===== config.mk =====
export PLATFORM = sky130hd
export DESIGN_NAME = seq_multiplier_flat
export DESIGN_NICKNAME = d
export VERILOG_FILES = /design/src/rtl/seq_multiplier_if.sv /design/src/rtl/seq_multiplier.sv /design/src/flat_wrapper.sv
export SDC_FILE = /design/constraint.sdc
export NUM_CORES = 1
export LEC_CHECK = 0
export CORE_UTILIZATION = 51
export CTS_CLUSTER_DIAMETER = 80
export DETAILED_ROUTE_END_ITERATION = 7
export PLACE_DENSITY = 0.75
export SETUP_SLACK_MARGIN = 0.5
export SYNTH_ARGS = -nofsm -noshare
export SYNTH_HDL_FRONTEND = slang
export SYNTH_SLANG_ARGS = --single-unit

===== constraint.sdc =====
create_clock -name clk -period 3.1 [get_ports clk]
set_input_delay 0.775 -clock clk [delete_from_list [all_inputs] [get_ports clk]]
set_output_delay 0.775 -clock clk [all_outputs]
set_load 0.05 [all_outputs]

===== src/rtl/seq_multiplier_if.sv =====
// Operand/product handshake bundle for seq_multiplier.
// master = operand source and product sink; slave = the multiplier.
interface seq_multiplier_if #(
    parameter int WIDTH = 8
);
    logic                 in_valid;
    logic                 in_ready;
    logic [WIDTH-1:0]     input_1;
    logic [WIDTH-1:0]     input_2;
    logic                 out_valid;
    logic                 out_ready;
    logic [2*WIDTH-1:0]   output_3;
    logic                 busy;

    modport master (
        output in_valid, input_1, input_2, out_ready,
        input  in_ready, out_valid, output_3, busy
    );

    modport slave (
        input  in_valid, input_1, input_2, out_ready,
        output in_ready, out_valid, output_3, busy
    );
endinterface


===== src/rtl/seq_multiplier.sv =====
// Radix-2 shift-add unsigned multiplier, one operation in flight (SEQ_MULT_EARLY_TERM_EN: early exit).
// Latency: WIDTH CALC cycles after accept (fewer with early exit); product valid the cycle after.
// Backpressure: holds DONE with a stable product until out_ready; in_ready low until then.
module seq_multiplier #(
    parameter int WIDTH = 8
) (
    input  logic              clk,
    input  logic              rst,
    seq_multiplier_if.slave   bus
);
    localparam int PW = 2 * WIDTH;
    localparam int CW = (WIDTH > 1) ? $clog2(WIDTH) : 1;

    typedef enum logic [1:0] {IDLE, CALC, DONE} state_t;

    state_t            state_q, state_d;
    logic [PW-1:0]     mcand_q;
    logic [WIDTH-1:0]  mplier_q;
    logic [PW-1:0]     acc_q;
    logic [CW-1:0]     cnt_q;
    logic [PW-1:0]     product_q;
    logic [PW-1:0]     acc_step;
    logic              calc_last;
    logic              accept;

    assign bus.in_ready  = (state_q == IDLE) && !rst;
    assign bus.out_valid = (state_q == DONE);
    assign bus.busy      = (state_q != IDLE);
    assign bus.output_3  = product_q;
    assign accept        = bus.in_valid && bus.in_ready;

    always_comb begin
        acc_step  = acc_q;
        calc_last = (cnt_q == CW'(WIDTH - 1));
        if (mplier_q[0]) begin
            acc_step = acc_q + mcand_q;
        end
`ifdef SEQ_MULT_EARLY_TERM_EN
        // Nothing left to add once the remaining multiplier bits are all zero.
        if (mplier_q[WIDTH-1:1] == '0) begin
            calc_last = 1'b1;
        end
`endif
    end

    always_ff @(posedge clk or posedge rst) begin
        if (rst) begin
            state_q <= IDLE;
        end else begin
            state_q <= state_d;
        end
    end

    always_comb begin
        state_d = state_q;
        case (state_q)
            IDLE:    if (accept) state_d = CALC;
            CALC:    if (calc_last) state_d = DONE;
            DONE:    if (bus.out_ready) state_d = IDLE;
            default: state_d = IDLE;
        endcase
    end

    always_ff @(posedge clk or posedge rst) begin
        if (rst) begin
            mcand_q   <= '0;
            mplier_q  <= '0;
            acc_q     <= '0;
            cnt_q     <= '0;
            product_q <= '0;
        end else begin
            case (state_q)
                IDLE: begin
                    if (accept) begin
                        mcand_q  <= {{WIDTH{1'b0}}, bus.input_1};
                        mplier_q <= bus.input_2;
                        acc_q    <= '0;
                        cnt_q    <= '0;
                    end
                end
                CALC: begin
                    acc_q    <= acc_step;
                    mcand_q  <= mcand_q << 1;
                    mplier_q <= mplier_q >> 1;
                    cnt_q    <= cnt_q + 1'b1;
                    if (calc_last) begin
                        product_q <= acc_step;
                    end
                end
                default: ;
            endcase
        end
    end
endmodule


===== src/flat_wrapper.sv =====
// flat-port wrapper written by rule: the top's interface ports become plain ports
module seq_multiplier_flat 
#(
    parameter int WIDTH = 8
)
  (clk, rst, bus_in_valid, bus_input_1, bus_input_2, bus_out_ready, bus_in_ready, bus_out_valid, bus_output_3, bus_busy);
  seq_multiplier_if #(.WIDTH(WIDTH)) bus_i ();
  input  logic clk;
  input  logic rst;
  input wire logic [$bits(bus_i.in_valid)-1:0] bus_in_valid;
  input wire logic [$bits(bus_i.input_1)-1:0] bus_input_1;
  input wire logic [$bits(bus_i.input_2)-1:0] bus_input_2;
  input wire logic [$bits(bus_i.out_ready)-1:0] bus_out_ready;
  output wire logic [$bits(bus_i.in_ready)-1:0] bus_in_ready;
  output wire logic [$bits(bus_i.out_valid)-1:0] bus_out_valid;
  output wire logic [$bits(bus_i.output_3)-1:0] bus_output_3;
  output wire logic [$bits(bus_i.busy)-1:0] bus_busy;
  assign bus_i.in_valid = bus_in_valid;
  assign bus_i.input_1 = bus_input_1;
  assign bus_i.input_2 = bus_input_2;
  assign bus_i.out_ready = bus_out_ready;
  assign bus_in_ready = bus_i.in_ready;
  assign bus_out_valid = bus_i.out_valid;
  assign bus_output_3 = bus_i.output_3;
  assign bus_busy = bus_i.busy;
  seq_multiplier #(.WIDTH(WIDTH)) u_core (.clk(clk), .rst(rst), .bus(bus_i));
endmodule

# Yosys cells after proc, flatten, opt, wreduce, memory -nomap -nowiden
# Index checks and enable logic that the tools add are counted.
# W data, S select, Z words.
# word_totals
ff_bits	61
input_bits	20
output_inout_bits	19
word_cells	36
# op_classes
add_sub_neg	2
eq_ne	6
n_mux	13
reduce_logical	9
# op_table
operator	count
$pmux W16 S2	2
$mux W16	3
$add A16 B16 Y16	1
$pmux W8 S2	1
$mux W8	1
$mux W2	3
$pmux W2 S3	1
$pmux W3 S2	1
$ne A2 B1 Y1 const B	2
$reduce_and A2 Y1	2
$reduce_bool A2 Y1	2
$add A3 B1 Y3 const B	1
$eq A3 B3 Y1 const B	1
$mux W3	1
$reduce_and A3 Y1	1
$eq A2 B1 Y1 const B	1
$eq A2 B2 Y1 const B	1
$logic_and A1 B1 Y1	2
$logic_not A2 Y1	1
$ne A2 B2 Y1 const B	1
$logic_not A1 Y1	1

# Logic depth before layout (Yosys ltp)
# logic_depth
depth_word	5
depth_mapped	8
depth_no_buf	8

# Worst setup path after synthesis
# No wires, ideal clock.
# synth_path
path_kind	register -> register
startpoint	register u_core.state_q[0]
endpoint	register u_core.mplier_q[0]
setup_ns	0.072
arrival_ns	2.316
required_ns	3.028
setup_slack_ns	0.712
stages_incl_launch_ff	8
path_buffers	1
synth_period_minus_slack_ns	2.388
cell_sequence	dfrtp_1 or2_2 nor2_1 nand2_1 nand2_1 buf_2 nor2_1 nor2_1
# synth_between
elab_chain_cells	5
elab_cells_between_ends	8
classes_between	eq/ne (2); mux (1); reduce/logical (5)
# synth_rtl
element	line	text
from (decl)	seq_multiplier.sv:16	state_t state_q, state_d;
from (signal assigned)	seq_multiplier.sv:50	state_q <= state_d;
$logic_not A2 Y1	seq_multiplier.sv:26	assign bus.in_ready = (state_q == IDLE) && !rst;
$logic_and A1 B1 Y1	seq_multiplier.sv:26	
named net bus_in_ready	flat_wrapper.sv:14	output wire logic [$bits(bus_i.in_ready)-1:0] bus_in_ready;
$logic_and A1 B1 Y1	seq_multiplier.sv:30	assign accept = bus.in_valid && bus.in_ready;
$ne A2 B1 Y1 (no line)	-	
$reduce_and A2 Y1 (no line)	-	
to (signal assigned)	seq_multiplier.sv:76	mplier_q <= bus.input_2;
to (signal assigned)	seq_multiplier.sv:84	mplier_q <= mplier_q >> 1;
to (decl)	seq_multiplier.sv:18	logic [WIDTH-1:0] mplier_q;
# The timed path passes the listed nets, and every way through them passes these cells.
# A chain may end at the register's enable or synchronous reset.

# Final worst setup path
# layout_path
startpoint	register u_core.state_q[0]
endpoint	output port bus_busy
# layout_between
elab_chain_cells	1
# layout_rtl
element	line	text
$reduce_bool A2 Y1	seq_multiplier.sv:28	assign bus.busy = (state_q != IDLE);
to (decl)	flat_wrapper.sv:17	output wire logic [$bits(bus_i.busy)-1:0] bus_busy;
# Every way passes these cells.

==> results.md <==
- Required time of the critical path: 2.32 ns
- Final min period: 2.511 ns
- I/O pin cnt: 39
- LEAKAGE: 1.796 nW
- Die area: 6916 um^2
- Core area: 6350 um^2
- DR pass1 iterations: 4
- Routed length on met1: 3603 um
- FFs w/ async S/R, synth: 1.000
- Inserted Clock Buffers: 9
- Num rows: 29
- Post-route DRC violation count: 0
- Flop2flop setup slack: 0.71 ns
- Layout area overhead: 20.07%
- Fmax achieved: 0.3982 GHz
- Via density: 5.878
- Routability cong.: 0.9177
- Unrepaired setup endpoints after global routing: no
- Setup Total Neg Slack: 0 ns
- PD cells: 1298 nW/um^2
- Outcome: completed
- Crit-path max FO: 4
- CP Capture Type: output pin
- Max Cap Viol: 0
- Final ANT Viol Nets: 0
- Main synth FF type: dfrtp_1
- FF-to-FF End: u_core.acc_q[14]
- Horiz. Die Dim: 83.16 um
- Hold crit path type: register to register
- Final wirelength: 7464 um
- Yosys warnings: 0
- Number of global-route vias before repair: 2,764
- Share of cells above drive strength 1: 0.07506
- Die height: 83.16 um
- Max layer used: met4
- CP Data Arrival Time: 1.74 ns
- Clock sink count: 61
- Hold Path End: u_core.bus.output_3[8]
- Postcts setup bufs: 0
- Layout Nets: 446
- RR Startpoint: u_core.acc_q[0]
- Final Cycle Share: 0.8101
- Seq/Total Area, Yosys: 0.4544
- Met3 wire len: 378 um
- Core Util, Final: 0.6353
- Number of synthesized flops with an enable pin: 0
- Post-Syn Area: 3359 um^2
- Root Driver: clkbuf_8
- Worst slew margin: 0.4013
- Max VDD drop: 0.8295 mV
- DR WL/cell: 15.23 um
- Worst-path clk slew: 0.07 ns
- Starting DRT DRC Count: 252
- Critical Path Source Type: register
- First-pass GRT wire length: 13,120 um
- CTS tree: built
- Worst hold path cell count: 2
- WS Path Type: register to output pin
- H-tree levels: 3
- Overall Power: 0.005237 W
- Starting density of the core: 0.5291
- Via Count: 2,880
- CTS max path bufs: 2
- Final setup vio count: 0
- #FFs+latches synth: 61
- Detailed Place HPWL: 5344 um
- ANT cells: 0
- Syn Nets: 412
- Port Buffers: 38
- Post-synthesis cell type count: 45
- Largest net degree at the start of global routing: 37
- Gr usage total: 0.2387
- Min-delay src: u_core.bus.output_3[8]
- Worst skew pair latency: 0.35 ns
- Avg Inst Size Synth: 8.983 um^2
- Max Clock Skew: 0.01030 ns
- Worst-Margin Slew: 0.8980 ns
- Antenna violations before repair: 0
- Metal2 WL: 3339 um
- Global route overflow: 0
- Mapped Cells: 374
- Final Max Slew Viols: 0
- Worst r2r path cells: 8
- Final hold vios: 0
[cells in the mapped netlist (2+ instances only)]
master | instances | area (um^2)
a21o_1 | 5 | 37.54
buf_2 | 2 | 10.01
nor3b_1 | 6 | 45.04
a21oi_1 | 16 | 80.08
xor2_1 | 5 | 43.79
nor3_1 | 5 | 25.02
o21bai_1 | 2 | 15.01
o22ai_1 | 15 | 93.84
and2_1 | 2 | 12.51
nand2b_1 | 4 | 25.02
nor2_1 | 30 | 112.6
nand4_1 | 4 | 25.02
ha_1 | 17 | 212.7
nand2_1 | 60 | 225.2
nand3_1 | 32 | 160.2
o211ai_1 | 3 | 22.52
inv_1 | 4 | 15.01
dfrtp_1 | 61 | 1526
and3_1 | 2 | 12.51
o21ai_1 | 3 | 15.01
clkbuf_1 | 18 | 67.56
nand3b_1 | 2 | 15.01
mux2i_1 | 9 | 90.09
xnor2_1 | 8 | 70.07
o311a_1 | 2 | 20.02
o21ai_0 | 38 | 190.2
[area by class of cell]
class                   count  area [um^2]
fillers                   553         2316
multi-input cells         287         1749
flip-flops and latches     61         1526
repair buffers             45        455.4
clock buffers              10        127.6
well taps                  77        96.34
clock inverters             6        63.81
inverters                   4        15.01
[kinds of logic (layout without fill, tap and decap cells)]
family,count (synthesis),after routing,share of synthesized area
and+or+nand+nor,153,153,0.2108
AOI/OAI and AO/OA,93,93,0.1706
DFF,61,61,0.4544
buffers and inverters,26,65,0.03091
adders and majority gates,18,18,0.06927
xor gates and xnor gates,13,13,0.03389
muxes,10,10,0.03017
[through the flow]
stage | hold WS [ns] | std cells | setup WS [ns] | instance area [um^2]
floorplan | 0.4666 | 374 | 0.7120 | 3359
global placement | 0.4606 | 474 | 0.6546 | 3822
detailed placement | 0.4692 | 474 | 0.5973 | 3822
CTS | 0.4847 | 490 | 0.5775 | 4014
global route | 0.4970 | 490 | 0.5115 | 4034
finish | 0.4798 | 490 | 0.5888 | 4034
[where the power goes]
group          internal (W)  leakage, nW  switching, W
combinational       0.00119        0.946       0.00188
sequential          0.00118        0.758      0.000309
clock              0.000369       0.0923      0.000316
total               0.00273         1.80       0.00250
[registers in the layout, summed over array words and instances (netlist names)]
| register | cells |
|---|---|
| u_core.acc_q | 16 |
| u_core.mplier_q | 8 |
| u_core.mcand_q | 16 |
| u_core.state_q | 2 |
| u_core.bus.output_3 | 16 |
| u_core.cnt_q | 3 |
[metal layers]
layer,GRT usage,vias up
met5,0,-
met4,0.1034,0
met3,0.03976,15
met2,0.3510,86
met1,0.3487,1380
li1,-,1399
[critical path: stages, from the launching register on]
cell and delay, ns:
dfrtp_1 0.39, or2_2 0.31, clkdlybuf4s50_1 0.70
[cell usage in the layout, fill, tap and decap left out, types with 2 or more instances in the layout]
master,synthesis,layout
o311a_1,2,2
clkinvlp_4,0,2
xor2_1,5,5
buf_4,1,6
nor2_1,30,30
mux2i_1,9,9
clkdlybuf4s50_1,0,37
clkbuf_8,0,9
nand2_1,60,60
and2_1,2,2
nand3b_1,2,2
xnor2_1,8,8
a21oi_1,16,16
nand3_1,32,32
dfrtp_1,61,61
o21bai_1,2,2
nor3b_1,6,6
o211ai_1,3,3
buf_12,0,2
o21ai_0,38,38
clkinv_2,0,2
ha_1,17,17
inv_1,4,3
o21ai_1,3,3
nand2b_1,4,4
nor3_1,5,5
and3_1,2,2
a21o_1,5,5
o22ai_1,15,15
nand4_1,4,4
[what timing repair did]
item / in CTS / in global routing
setup endpoints to repair: 0 / 2
hold buffers: 0 / 0
gates resized for setup: 0 / 2
[worst max path at each step]
stage,startpoint,to,slack (ns),cells after the start
after CTS,u_core.state_q[0],bus_busy,0.58,2
after global routing,u_core.acc_q[8],u_core.acc_q[15],0.51,7
final,u_core.state_q[0],bus_busy,0.59,2
after detailed placement,u_core.acc_q[0],u_core.acc_q[14],0.60,8
after floorplan,u_core.state_q[0],u_core.mplier_q[0],0.71,7
after global placement,rst,u_core.mplier_q[5],0.65,6
Note: power is estimated with default switching activity, not from simulation.
